### src/rtl/pixel_sink_fb_writer_if.sv
// Framebuffer write port: the writer raises a request that stays stable
// until the memory accepts it with mem_ready.
interface pixel_sink_fb_writer_if #(
  parameter int ADDR_W = 15
);
  logic              mem_we;
  logic [ADDR_W-1:0] mem_addr;
  logic [2:0]        mem_data;
  logic              mem_ready;

  modport master (output mem_we, output mem_addr, output mem_data, input mem_ready);
  modport slave  (input mem_we, input mem_addr, input mem_data, output mem_ready);
endinterface

### src/rtl/pixel_sink_fb_writer.sv
// Pixel sink: clips painter writes, queues them, drains them into a stallable
// framebuffer write port and turns the frame toggle into a post-drain commit pulse.
module pixel_sink_fb_writer #(
  parameter int FIFO_DEPTH = 8,
  parameter int SCREEN_W   = 160,
  parameter int SCREEN_H   = 120,
  parameter int ADDR_W     = 15
) (
  input  logic                  CLOCK_50,
  input  logic                  resetn,
  input  logic                  plot,
  input  logic [7:0]            x,
  input  logic [6:0]            y,
  input  logic [2:0]            colour,
  input  logic                  frame_toggle,
  pixel_sink_fb_writer_if.master fb,
  output logic                  frame_commit,
  output logic [ADDR_W-1:0]     pixel_count,
  output logic [7:0]            clip_count,
  output logic                  overflow,
  output logic                  busy
);
  localparam int PTR_W = $clog2(FIFO_DEPTH);
  localparam int CNT_W = PTR_W + 1;
  localparam int ENT_W = ADDR_W + 3;

  typedef enum logic [0:0] {ST_IDLE = 1'b0, ST_WRITE = 1'b1} state_t;

  state_t            state_r, state_next_s;
  logic [ENT_W-1:0]  fifo_mem_r [FIFO_DEPTH];
  logic [ENT_W-1:0]  head_s;
  logic [PTR_W-1:0]  wr_ptr_r, rd_ptr_r;
  logic [CNT_W-1:0]  count_r, count_next_s;
  logic              in_range_s, fifo_full_s, fifo_nonempty_s;
  logic              push_s, pop_s, done_s, we_next_s, fire_s, toggle_edge_s;
  logic [ADDR_W-1:0] pix_addr_s;
  logic              mem_we_r;
  logic [ADDR_W-1:0] mem_addr_r;
  logic [2:0]        mem_data_r;
  logic [ADDR_W-1:0] pixel_count_r;
  logic [7:0]        clip_count_r;
  logic              overflow_r, toggle_prev_r, commit_pending_r, frame_commit_r, busy_r;

  assign head_s = fifo_mem_r[rd_ptr_r];

  // Ingress decisions; fullness uses the registered count so a same-cycle pop never frees a slot
  always_comb begin
    in_range_s      = (x < 8'(SCREEN_W)) && (y < 7'(SCREEN_H));
    fifo_full_s     = (count_r == CNT_W'(FIFO_DEPTH));
    fifo_nonempty_s = (count_r != {CNT_W{1'b0}});
    push_s          = plot && in_range_s && !fifo_full_s;
    pix_addr_s      = ADDR_W'({y, 7'b0000000}) + ADDR_W'({y, 5'b00000}) + ADDR_W'(x);
    toggle_edge_s   = frame_toggle ^ toggle_prev_r;
    fire_s          = commit_pending_r && (state_r == ST_IDLE) && !fifo_nonempty_s && !push_s;
  end

  // FIFO occupancy update
  always_comb begin
    case ({push_s, pop_s})
      2'b10:   count_next_s = count_r + CNT_W'(1'b1);
      2'b01:   count_next_s = count_r - CNT_W'(1'b1);
      default: count_next_s = count_r;
    endcase
  end

  // Drain FSM next state
  always_comb begin
    state_next_s = state_r;
    case (state_r)
      ST_IDLE: begin
        if (fifo_nonempty_s) state_next_s = ST_WRITE;
        else                 state_next_s = ST_IDLE;
      end
      ST_WRITE: begin
        if (fb.mem_ready && !fifo_nonempty_s) state_next_s = ST_IDLE;
        else                                  state_next_s = ST_WRITE;
      end
      default: state_next_s = ST_IDLE;
    endcase
  end

  // Drain FSM outputs: the output registers act as the head stage of the queue
  always_comb begin
    pop_s     = 1'b0;
    done_s    = 1'b0;
    we_next_s = mem_we_r;
    case (state_r)
      ST_IDLE: begin
        pop_s     = fifo_nonempty_s;
        we_next_s = fifo_nonempty_s;
      end
      ST_WRITE: begin
        if (fb.mem_ready) begin
          done_s    = 1'b1;
          pop_s     = fifo_nonempty_s;
          we_next_s = fifo_nonempty_s;
        end else begin
          done_s    = 1'b0;
          pop_s     = 1'b0;
          we_next_s = 1'b1;
        end
      end
      default: begin
        pop_s     = 1'b0;
        we_next_s = 1'b0;
      end
    endcase
  end

  // FSM state register
  always_ff @(posedge CLOCK_50 or negedge resetn) begin
    if (!resetn) state_r <= ST_IDLE;
    else         state_r <= state_next_s;
  end

  // FIFO storage; entries are only read after being written
  always_ff @(posedge CLOCK_50) begin
    if (push_s) fifo_mem_r[wr_ptr_r] <= {pix_addr_s, colour};
  end

  // FIFO pointers and occupancy
  always_ff @(posedge CLOCK_50 or negedge resetn) begin
    if (!resetn) begin
      wr_ptr_r <= {PTR_W{1'b0}};
      rd_ptr_r <= {PTR_W{1'b0}};
      count_r  <= {CNT_W{1'b0}};
    end else begin
      if (push_s) wr_ptr_r <= wr_ptr_r + PTR_W'(1'b1);
      if (pop_s)  rd_ptr_r <= rd_ptr_r + PTR_W'(1'b1);
      count_r <= count_next_s;
    end
  end

  // Write request head stage
  always_ff @(posedge CLOCK_50 or negedge resetn) begin
    if (!resetn) begin
      mem_we_r   <= 1'b0;
      mem_addr_r <= {ADDR_W{1'b0}};
      mem_data_r <= 3'b000;
    end else begin
      mem_we_r <= we_next_s;
      if (pop_s) begin
        mem_addr_r <= head_s[ENT_W-1:3];
        mem_data_r <= head_s[2:0];
      end
    end
  end

  // Statistics, frame commit tracking and busy flag
  always_ff @(posedge CLOCK_50 or negedge resetn) begin
    if (!resetn) begin
      pixel_count_r    <= {ADDR_W{1'b0}};
      clip_count_r     <= 8'h00;
      overflow_r       <= 1'b0;
      toggle_prev_r    <= 1'b0;
      commit_pending_r <= 1'b0;
      frame_commit_r   <= 1'b0;
      busy_r           <= 1'b0;
    end else begin
      if (fire_s)
        pixel_count_r <= {ADDR_W{1'b0}};
      else if (done_s && (pixel_count_r != {ADDR_W{1'b1}}))
        pixel_count_r <= pixel_count_r + ADDR_W'(1'b1);
      if (plot && !in_range_s && (clip_count_r != 8'hFF))
        clip_count_r <= clip_count_r + 8'h01;
      if (plot && in_range_s && fifo_full_s)
        overflow_r <= 1'b1;
      toggle_prev_r <= frame_toggle;
      // toggles arriving while a commit is already pending fold into it
      if (fire_s)             commit_pending_r <= 1'b0;
      else if (toggle_edge_s) commit_pending_r <= 1'b1;
      frame_commit_r <= fire_s;
      busy_r         <= (count_next_s != {CNT_W{1'b0}}) || we_next_s;
    end
  end

  assign fb.mem_we     = mem_we_r;
  assign fb.mem_addr   = mem_addr_r;
  assign fb.mem_data   = mem_data_r;
  assign frame_commit  = frame_commit_r;
  assign pixel_count   = pixel_count_r;
  assign clip_count    = clip_count_r;
  assign overflow      = overflow_r;
  assign busy          = busy_r;
endmodule

### src/flat_wrapper.sv
// flat-port wrapper written by rule: the top's interface ports become plain ports
module pixel_sink_fb_writer_flat 
#(
  parameter int FIFO_DEPTH = 8,
  parameter int SCREEN_W   = 160,
  parameter int SCREEN_H   = 120,
  parameter int ADDR_W     = 15
)
  (CLOCK_50, resetn, plot, x, y, colour, frame_toggle, frame_commit, pixel_count, clip_count, overflow, busy, fb_mem_we, fb_mem_addr, fb_mem_data, fb_mem_ready);
  pixel_sink_fb_writer_if #(.ADDR_W(ADDR_W)) fb_i ();
  input  logic CLOCK_50;
  input  logic resetn;
  input  logic plot;
  input  logic [7:0] x;
  input  logic [6:0] y;
  input  logic [2:0] colour;
  input  logic frame_toggle;
  output logic frame_commit;
  output logic [ADDR_W-1:0] pixel_count;
  output logic [7:0] clip_count;
  output logic overflow;
  output logic busy;
  output wire logic [$bits(fb_i.mem_we)-1:0] fb_mem_we;
  output wire logic [$bits(fb_i.mem_addr)-1:0] fb_mem_addr;
  output wire logic [$bits(fb_i.mem_data)-1:0] fb_mem_data;
  input wire logic [$bits(fb_i.mem_ready)-1:0] fb_mem_ready;
  assign fb_mem_we = fb_i.mem_we;
  assign fb_mem_addr = fb_i.mem_addr;
  assign fb_mem_data = fb_i.mem_data;
  assign fb_i.mem_ready = fb_mem_ready;
  pixel_sink_fb_writer #(.FIFO_DEPTH(FIFO_DEPTH), .SCREEN_W(SCREEN_W), .SCREEN_H(SCREEN_H), .ADDR_W(ADDR_W)) u_core (.CLOCK_50(CLOCK_50), .resetn(resetn), .plot(plot), .x(x), .y(y), .colour(colour), .frame_toggle(frame_toggle), .fb(fb_i), .frame_commit(frame_commit), .pixel_count(pixel_count), .clip_count(clip_count), .overflow(overflow), .busy(busy));
endmodule
### config.mk
export PLATFORM = sky130hd
export DESIGN_NAME = pixel_sink_fb_writer_flat
export DESIGN_NICKNAME = d
export VERILOG_FILES = /design/src/rtl/pixel_sink_fb_writer_if.sv /design/src/rtl/pixel_sink_fb_writer.sv /design/src/flat_wrapper.sv
export SDC_FILE = /design/constraint.sdc
export NUM_CORES = 1
export LEC_CHECK = 0
export BUFFER_PORTS_ARGS = -buffer_cell sky130_fd_sc_hd__buf_2
export CORE_ASPECT_RATIO = 1.25
export CORE_MARGIN = 5
export CORE_UTILIZATION = 66
export CTS_BUF_LIST = sky130_fd_sc_hd__clkbuf_8
export DETAILED_ROUTE_END_ITERATION = 10
export HOLD_SLACK_MARGIN = 0.1
export PLACE_DENSITY = 0.94
export SETUP_SLACK_MARGIN = 0.05
export SKIP_LAST_GASP = 1
export SYNTH_ARGS = -nofsm -noshare
export SYNTH_HDL_FRONTEND = slang
export SYNTH_SLANG_ARGS = --single-unit
### constraint.sdc
create_clock -name CLOCK_50 -period 6.5 [get_ports CLOCK_50]
set_clock_uncertainty 0.2 [all_clocks]
set_input_delay 0.65 -clock CLOCK_50 [delete_from_list [all_inputs] [get_ports CLOCK_50]]
set_output_delay 0.65 -clock CLOCK_50 [all_outputs]
set_load 0.02 [all_outputs]
### Word level (Yosys, flattened, before mapping)

Memory sizes are Yosys's and may differ from the RTL's. A register that Yosys moved wholly into a read port is not among the register bits.
Cells that the tools add are included.

| word-level totals | value |
|---|---|
| memories kept | 1 |
| RAM bits | 144 |
| word-level logic and storage cells | 67 |
| output and inout port bits | 45 |
| register bits after elaboration | 40 |
| input bits | 23 |

Memories:

| memory | depth | width | rd ports | clocked after memory_dff | write ports | line | RTL |
|---|---|---|---|---|---|---|---|
| u_core.fifo_mem_r | 8 | 18 | 1 | 1 | 1 | pixel_sink_fb_writer.sv:30 | `logic [ENT_W-1:0] fifo_mem_r [FIFO_DEPTH];` |

| operators by class | value |
|---|---|
| bitwise operators | 2 |
| order comparisons | 2 |
| add/sub/neg operators | 8 |
| reduce and logical (&&, ||, !) cells | 21 |
| equality and inequality tests | 5 |
| mux-type cells | 16 |

Operator list:

| operator | number |
|---|---|
| $mux 15 | 2 |
| $add 14x12->15 | 1 |
| $add 15x1->15 const B | 1 |
| $add 15x8->15 | 1 |
| $ne 15x15->1 const B | 1 |
| $logic_and 1x1->1 | 11 |
| $mux 1 | 10 |
| $add 8x1->8 const B | 1 |
| $lt 8x8->1 const B | 1 |
| $ne 8x8->1 const B | 1 |
| $pmux 4 s2 | 1 |
| $reduce_bool 4->1 | 2 |
| $lt 7x7->1 const B | 1 |
| $add 3x1->3 const B | 2 |
| $pmux 1 s2 | 3 |
| $logic_not 1->1 | 5 |
| $add 4x1->4 const B | 1 |
| $eq 4x4->1 const B | 1 |
| $reduce_bool 2->1 | 2 |
| $sub 4x1->4 const B | 1 |
| $eq 2x1->1 const B | 1 |
| $eq 2x2->1 const B | 1 |
| $logic_or 1x1->1 | 1 |
| $not 1->1 | 1 |
| $xor 1x1->1 | 1 |

### Logic depth before layout (Yosys ltp)

Gate-level depths: netlist (run 1).

| logic depth | value |
|---|---|
| depth after elaboration | 8 |
| depth in mapped cells | 12 |
| gate-level depth less buffers | 10 |

### Worst setup path before layout (run 1)

Ideal clock, no wire load.

| path | value |
|---|---|
| path type | input -> register |
| start point | in x[6] |
| end point | mem u_core.fifo_mem_r[0][0] (netlist bit), enable pin |
| cell stages on the path | 4 |
| library setup time | 0.416 ns |
| setup slack | 3.110 ns |
| data required time | 5.884 ns |
| arrival | 2.775 ns |
| path buffers | 0 |
| cells stage by stage | o21ai_0 -> and4_1 -> nand2b_1 -> nor3_1 |

| between the ends | value |
|---|---|
| longest elaborated chain between the ends | 6 |

RTL lines:

| item | line | RTL |
|---|---|---|
| start, declared | flat_wrapper.sv:14 | `input logic [7:0] x;` |
| $lt 8x8->1 | pixel_sink_fb_writer.sv:48 | `in_range_s = (x < 8'(SCREEN_W)) && (y < 7'(SCREEN_H));` |
| $logic_and 1x1->1 | pixel_sink_fb_writer.sv:48 |  |
| $logic_and 1x1->1 (2 in series) | pixel_sink_fb_writer.sv:51 | `push_s = plot && in_range_s && !fifo_full_s;` |
| $mux 1 | pixel_sink_fb_writer.sv:118 | `if (push_s) fifo_mem_r[wr_ptr_r] <= {pix_addr_s, colour};` |
| $mux 1 (implied by the code) | pixel_sink_fb_writer.sv:118 |  |
| end, declared | pixel_sink_fb_writer.sv:30 |  |

No other way between the ends.

### Worst setup path after layout (run 1)

| path | value |
|---|---|
| start point | reg u_core.count_r[1] |
| end point | reg u_core.busy_r, in the netlist u_core.busy |

| between the ends | value |
|---|---|
| longest elaborated chain between the ends | 7 |
| elaborated cells on any way between the ends | 15 |
| those cells by class | add/sub: 2; eq/ne: 3; mux: 5; reduce/logical: 5 |

RTL lines:

| item | line | RTL |
|---|---|---|
| start, declared | pixel_sink_fb_writer.sv:33 | `logic [CNT_W-1:0] count_r, count_next_s;` |
| start signal, assigned | pixel_sink_fb_writer.sv:126 | `count_r <= {CNT_W{1'b0}};` |
| start signal, assigned | pixel_sink_fb_writer.sv:130 | `count_r <= count_next_s;` |
| $reduce_bool 4->1 / $eq 4x4->1 (equally long branches) | pixel_sink_fb_writer.sv:50, pixel_sink_fb_writer.sv:49 |  |
| $mux 1 / $logic_not 1->1 (equally long branches) | pixel_sink_fb_writer.sv:93, pixel_sink_fb_writer.sv:51 |  |
| $pmux 1 s2 / $logic_and 1x1->1 (equally long branches) | pixel_sink_fb_writer.sv:87, pixel_sink_fb_writer.sv:51 |  |
| $eq 2x1->1 / $eq 2x2->1 (equally long branches) | pixel_sink_fb_writer.sv:59 | `case ({push_s, pop_s})` |
| $pmux 4 s2 * | pixel_sink_fb_writer.sv:59 |  |
| named net u_core.count_next_s[1] | pixel_sink_fb_writer.sv:33 |  |
| $reduce_bool 4->1 * | pixel_sink_fb_writer.sv:173 | `busy_r <= (count_next_s != {CNT_W{1'b0}}) \|\| we_next_s;` |
| $logic_or 1x1->1 * | pixel_sink_fb_writer.sv:173 |  |
| end signal, assigned | pixel_sink_fb_writer.sv:173 |  |
| end, declared | pixel_sink_fb_writer.sv:42 | `logic overflow_r, toggle_prev_r, commit_pending_r, frame_commit_r, busy_r;` |

Mark *: on every way through the listed nets, which the timed path passes. The rest lies on a longest branch.
A chain may end at the register's enable or synchronous reset.

==> impl_results.md, run 1 <==
- Hold Path Sink: u_core.fifo_mem_r[0][3]$_DFFE_PP_
- Number of hold buffers added after CTS: 2
- Area after DPL: 9010 um2
- IO Port Bufs: 67
- Cell Area, Synth: 8460 um2
- Core Region: 12700 um2
- DR WL/cell: 20.7 um
- Min cycle time layout: 3170 ps
- CP required: 6710 ps
- First-pass detailed-route iteration total: 5
- Post-synth EDFFs: 144
- Number of diodes: 0
- Cells after synthesis: 508
- Top fanout value on the critical path: 8
- Synthesized flop and latch total: 201
- Critical path arrival: 3380 ps
- Mapped Nets: 553
- Ratio of cells with drive above 1 in the final layout: 0.264
- Power Density: 397 nW/um2
- Die Area: 15200 um2
- Switching share of total power: 0.325
- Hold/Removal Path Class: primary input to flop
- Maxcap violations: 0
- Root buf cell: clkbuf_8
- Largest net degree at the start of global routing: 58
- Worst skew pair latency: 540 ps
- Flop pwr share: 0.490
- Setup TNS: 0 ps
- R2R cell count: 8
- Worst flop-to-flop path startpoint: u_core.count_r[1]$_DFF_PN0_
- Ys async rst share: 0.284
- Starting density of the core: 0.668
- Via Count: 4879
- GRT Overall Usage: 0.222
- Final setup margin: 3330 ps
- Post-CTS Setup Bufs: 0
- Fmax: 315 MHz
- Final Hold Viols: 0
- Final setup fails: 0
- Sw power: 1.23 mW
- Initial antenna violation count: 1
- Clock power share: 0.228
- Minimum hold slack: 180 ps
- I/O Pins: 68
- Dpl hpwl: 10.6 mm
- DIE WIDTH: 111 um
- TritonCTS buffer count: 29
- Clock Tree Buf Depth: 3
- Seq/Total Area, Yosys: 0.680
- Post-layout util: 0.753
- Post-cts resize count: 0
- Int Pwr: 2.56 mW
- Hold Crit Depth: 1
- Critical path launch point type: flop
- Post-route cell area: 9530 um2
- DRT antenna net count: 0
- Worst slack, placed: 2800 ps
- Fin crit share: 0.488
- RSZ-0062 raised after global routing: false
- Logic pwr share: 0.282
- Via count of the first global-routing pass: 5020
- Status: complete, no violations
- Yosys warnings: 0
- Max-slew headroom: 0.165
- Synth area leader: edfxtp_1
- Row count: 46
- Via density per instance: 6.18
- Synth unique cells: 53
- P&R area growth vs syn: 12.7%
- Final nets: 644
- Total congestion overflow: 0
- Final wirelength: 16.3 mm
- Reg2reg end: u_core.busy$_DFF_PN0_
- Height of the die: 137 um
- DR iter-0 viols: 416
- Syn avg cell area: 16.7 um2
- R2r setup slk: 3330 ps
- Worst slew pin tran: 1250 ps
- Main flop type after synthesis: edfxtp_1
- Level count of the clock H-tree: 1
- First-pass GRT wire length: 26.4 mm
- Post-synth top cells: 144 x edfxtp_1, 57 x dfrtp_1, 37 x nor2_1, 36 x mux4_2, 32 x a21oi_1
- DRC Markers: 0
- Synth area leaders: edfxtp_1 51%, dfrtp_1 17%, mux4_2 9.6%
- Hold path start: x[0]
- GP Congestion: 0.807
- Final Slew Violations: 0
- Crit path launch: u_core.count_r[1]$_DFF_PN0_
- LEAKAGE: 3.59 nW
- CTS tree: done
- VDD IR max: 0.218 mV
- Top-count cell post-synth: edfxtp_1
- Setup CP Type: flop to flop
- Top cell type's share of synthesized area: 0.511
- CTS clk-pin slew, worst paths: 60 ps
- Sink Count: 201
- Endpoint type of the worst setup path: flop
[cells by family (layout without fill, tap and decap cells)]
logic type | Yosys count | count (layout) | share of synthesized area
DFF | 201 | 201 | 0.680
AOI/OAI and AO/OA | 61 | 61 | 0.0486
buffers and inverters | 22 | 135 | 0.0132
and+or+nand+nor | 120 | 120 | 0.0770
adders and majority gates | 22 | 22 | 0.0343
muxes | 59 | 59 | 0.123
xor gates and xnor gates | 23 | 23 | 0.0238
[area by class of cell]
class	instances	area, um2
Clock buffer	30	413
Clock inverter	23	93.8
Fill cell	719	3130
Inverter	4	15.0
Multi-Input combinational cell	285	2630
Sequential cell	201	5750
Tap cell	168	210
Timing Repair Buffer	78	423
[critical path, cell delays in order, from the launching register on]
cell	delay (ps)
dfrtp_1	470
or4b_1	590
and4_1	250
inv_1	150
ha_1	280
xor2_1	190
ha_1	260
mux2_2	270
or3_1	380
[state kept, by name, summed over array words and instances, names as in the netlist, 3 cells and up]
register / flops
u_core.clip_count: 8
u_core.wr_ptr_r: 3
u_core.rd_ptr_r: 3
u_core.fifo_mem_r: 144
u_core.fb.mem_addr: 15
u_core.pixel_count: 15
u_core.count_r: 4
u_core.fb.mem_data: 3
[worst max-delay path by stage]
| stage | depth (start not counted) | to |
|---|---|---|
| 2_1_floorplan | 4 | u_core.fifo_mem_r[0][0]$_DFFE_PP_ |
| 3_3_place_gp | 9 | u_core.busy$_DFF_PN0_ |
| 3_5_place_dp | 9 | u_core.busy$_DFF_PN0_ |
| 4_1_cts | 8 | u_core.busy$_DFF_PN0_ |
| 5_1_grt | 9 | u_core.busy$_DFF_PN0_ |
| 6_report | 8 | u_core.busy$_DFF_PN0_ |
[layout by cell type, fill, tap and decap left out, types with 7 or more instances in the layout]
cell type  count
mux4_2        36
xor2_1         7
nand2_1       16
xnor2_1       16
buf_2         67
and3_1         8
buf_4          9
inv_1         17
nand4_1        9
dfrtp_1       55
a21oi_1       32
nor2_1        36
edfxtp_1     144
nand2b_1       7
nand3_1       10
o21ai_0        8
clkbuf_8      30
mux2i_1       20
ha_1          20
[power groups by stage]
stage	sequential, mW	clock (mW)	combinational [mW]
6_report	1.86	0.864	1.07
5_1_grt	1.88	0.940	1.17
4_1_cts	1.86	0.882	1.08
3_5_place_dp	1.88	0	1.08
3_3_place_gp	1.85	0	1.02
2_1_floorplan	1.87	0	0.753
[metrics by stage]
| step | instances | power [mW] |
|---|---|---|
| global route | 789 | 4.00 |
| CTS | 789 | 3.82 |
| global placement | 734 | 2.88 |
| floorplan | 508 | 2.62 |
| finish | 789 | 3.79 |
| detailed placement | 734 | 2.96 |
[layer usage]
metal	share of wire	vias up	global-route usage
li1	-	2181	-
met1	0.38	2463	0.278
met2	0.53	198	0.398
met3	0.066	35	0.0385
met4	0.023	2	0.0757
met5	0.00080	-	0
Note: power is estimated with default switching activity, not from simulation.
==> inputs of run 2 (changes only) <==
Settings changed: CORE_UTILIZATION 66 to 56, PLACE_DENSITY 0.94 to 0.85.
Clock period 6.5 ns to 2.6 ns, I/O delays scaled along.
==> run 2 against run 1 <==
Against the previous run: non-clock buffer count rose by 47; clock power grew to 2.9 times the previous value; die area rose by 16%; first-iteration DRC count down 3.1%; largest power group unchanged; via count grew 2.1%; flip-flop and latch count unchanged; total power grew to 2.7 times the previous value; register-to-register slack worse by 3300 ps; cell count increased by 7.9%; critical path depth did not move; final area up 6.9%.
==> impl_results.md, run 2 (synthesized netlist as in run 1, its figures left out) <==
- Status: complete, no violations (unchanged)
- GP Congestion: 0.835 (was 0.807)
- P&R area growth vs syn: 20.4% (was 12.7%)
- Buf/Inv on CP: 1 (unchanged)
- I/O Pins: 68 (unchanged)
- IO Port Bufs: 67 (unchanged)
- Delay-heaviest family, CP: simple AND/OR/NAND/NOR gates (unchanged)
- First-pass GRT wire length: 27.7 mm (was 26.4 mm)
- Critical path launch point type: flop (unchanged)
- Final nets: 692 (was 644)
- Total congestion overflow: 0 (unchanged)
- CTS clk-pin slew, worst paths: 60 ps (about the same)
- Filler cell count: 958 (was 719)
- Max reg flops: 144 (unchanged)
- TritonCTS buffer count: 30 (was 29)
- Row count: 50 (was 46)
- Largest net degree at the start of global routing: 39 (was 58)
- First-pass detailed-route iteration total: 7 (was 5)
- DRC Markers: 0 (unchanged)
- Worst skew pair latency: 540 ps (about the same)
- Final setup fails: 0 (unchanged)
- Most frequent cells in the layout: 144 x edfxtp_1, 67 x buf_2, 54 x dfrtp_1 (was 144 x edfxtp_1, 67 x buf_2, 55 x dfrtp_1)
- CTS tree: done (unchanged)
- DR WL/cell: 19.8 um (was 20.7 um)
- Ratio of cells with drive above 1 in the final layout: 0.317 (was 0.264)
- Clock power share: 0.245 (was 0.228)
- Endpoint type of the worst setup path: flop (unchanged)
- Minimum hold slack: 159 ps (was 180 ps)
- Hold/Removal Path Class: primary input to flop (unchanged)
- Sink Count: 201 (unchanged)
- Cells along the critical path: or4b_4 > and4_4 > inv_4 > ha_4 > xor2_2 > ha_1 > mux2_4 > or3_1 (was or4b_1 > and4_1 > inv_1 > ha_1 > xor2_1 > ha_1 > mux2_2 > or3_1)
- Dpl hpwl: 10.9 mm (was 10.6 mm)
- Max-slew headroom: 0.558 (was 0.165)
- Min cycle time layout: 2600 ps (was 3170 ps)
- Fmax: 385 MHz (was 315 MHz)
- DR iter-0 viols: 403 (was 416)
- Post-CTS Setup Bufs: 0 (unchanged)
- DRT antenna net count: 0 (unchanged)
- Number of diodes: 0 (unchanged)
- RSZ-0062 raised after global routing: true (was false)
- Worst slew pin tran: 658 ps (was 1250 ps)
- Core Region: 14900 um2 (was 12700 um2)
- Final Hold Viols: 0 (unchanged)
- Post-layout util: 0.684 (was 0.753)
- DIE WIDTH: 120 um (was 111 um)
- Fin crit share: 0.999 (was 0.488)
- Height of the die: 147 um (was 137 um)
- Non-Filler Instances: 851 (was 789)
- Initial antenna violation count: 0 (was 1)
- Critical path arrival: 2800 ps (was 3380 ps)
- Maxcap violations: 0 (unchanged)
- Most common cell after layout, fill and taps aside: edfxtp_1 (unchanged)
- Setup TNS: 0 ps (unchanged)
- Final setup margin: 2.02 ps (was 3330 ps)
- Starting density of the core: 0.568 (was 0.668)
- DP Cell Count: 781 (was 734)
- Flop pwr share: 0.435 (was 0.490)
- Int Pwr: 6.92 mW (was 2.56 mW)
- Power Density: 989 nW/um2 (was 397 nW/um2)
- Die Area: 17700 um2 (was 15200 um2)
- Logic pwr share: 0.320 (was 0.282)
- Via density per instance: 5.85 (was 6.18)
- Final wirelength: 16.8 mm (was 16.3 mm)
- Cell at the slowest stage of the critical path: or4b_4 (was or4b_1)
- Area after DPL: 9420 um2 (was 9010 um2)
- Post-route cell area: 10200 um2 (was 9530 um2)
- Via Count: 4981 (was 4879)
- Delay of the slowest critical-path stage: 550 ps (was 590 ps)
- Worst slack, placed: -247 ps (was 2800 ps)
- GRT Overall Usage: 0.199 (was 0.222)
- CP required: 2800 ps (was 6710 ps)
- Root buf cell: clkbuf_8 (unchanged)
- LEAKAGE: 3.89 nW (was 3.59 nW)
- Setup CP Type: flop to flop (unchanged)
- Via count of the first global-routing pass: 5484 (was 5020)
- Total power: 10.1 mW (was 3.79 mW)
- Largest register by flop count: u_core.fifo_mem_r (unchanged)
- Final Slew Violations: 0 (unchanged)
- VDD IR max: 0.468 mV (was 0.218 mV)
- Sw power: 3.16 mW (was 1.23 mW)
- Clock Tree Buf Depth: 3 (unchanged)
- Switching share of total power: 0.314 (was 0.325)
- Top fanout value on the critical path: 2 (was 8)
- Level count of the clock H-tree: 1 (unchanged)
[run 2: cell count changes in the layout (fill, tap and decap cells not counted), sizes merged]
cell         before  now
clkbuf           30   33
clkinvlp          1    0
bufinv            0    2
inv              17   14
buf              76  109
dlygate4sd3       2   16
[run 2: metal layers]
metal	vias up	global-route usage	routed length (um)
li1	2280	-	-
met1	2506	0.243	6510
met2	158	0.364	8980
met3	37	0.0310	960
met4	0	0.0625	381
met5	-	0	0
[run 2: power by group through the flow]
stage | combinational, mW | sequential [mW] | clock, mW
global placement | 3.10 | 4.40 | 0
floorplan | 1.92 | 4.68 | 0
detailed placement | 3.23 | 4.44 | 0
finish | 3.23 | 4.38 | 2.47
global route | 3.53 | 4.44 | 2.69
CTS | 3.27 | 4.39 | 2.53
[run 2: worst paths after layout]
path | from | endpoint | slack, ps | cells after the start
setup / recovery | u_core.count_r[2]$_DFF_PN0_ | u_core.busy$_DFF_PN0_ | 2 | 8
hold / removal | x[6] | u_core.fifo_mem_r[7][9]$_DFFE_PP_ | 160 | 3
max in group asynchronous | resetn | u_core.fb.mem_addr[11]$_DFFE_PN0N_ | 750 | 4
hold reg to reg | u_core.overflow$_DFFE_PN0P_ | u_core.overflow$_DFFE_PN0P_ | 300 | 1
min in group asynchronous | resetn | u_core.pixel_count[9]$_DFFE_PN0P_ | 630 | 4
setup reg to reg | u_core.count_r[2]$_DFF_PN0_ | u_core.busy$_DFF_PN0_ | 2 | 8
[run 2: cell type report]
cell class / count / area [um2] / area share
Sequential cell: 201 / 5750 / 0.565
Multi-Input combinational cell: 285 / 2670 / 0.262
Timing Repair Buffer: 125 / 923 / 0.0907
Clock buffer: 33 / 454 / 0.0446
Tap cell: 182 / 228 / 0.0224
Clock inverter: 21 / 138 / 0.0135
Inverter: 4 / 17.5 / 0.00172
[run 2: timing repair]
| item | in CTS | in global routing |
|---|---|---|
| gates cloned | 0 | 0 |
| pin swaps | 1 | 1 |
| endpoints found under the setup margin | 2 | 18 |
| resized for setup | 1 | 2 |
| endpoints found under the hold margin | 163 | 0 |
| hold buffers | 16 | 0 |
[run 2: worst register-to-register path, cell delays in order (launching register included)]
cell,delay (ps)
dfrtp_2,400
or4b_4,550
and4_4,180
inv_4,60
ha_4,130
xor2_2,120
ha_1,250
mux2_4,280
or3_1,310
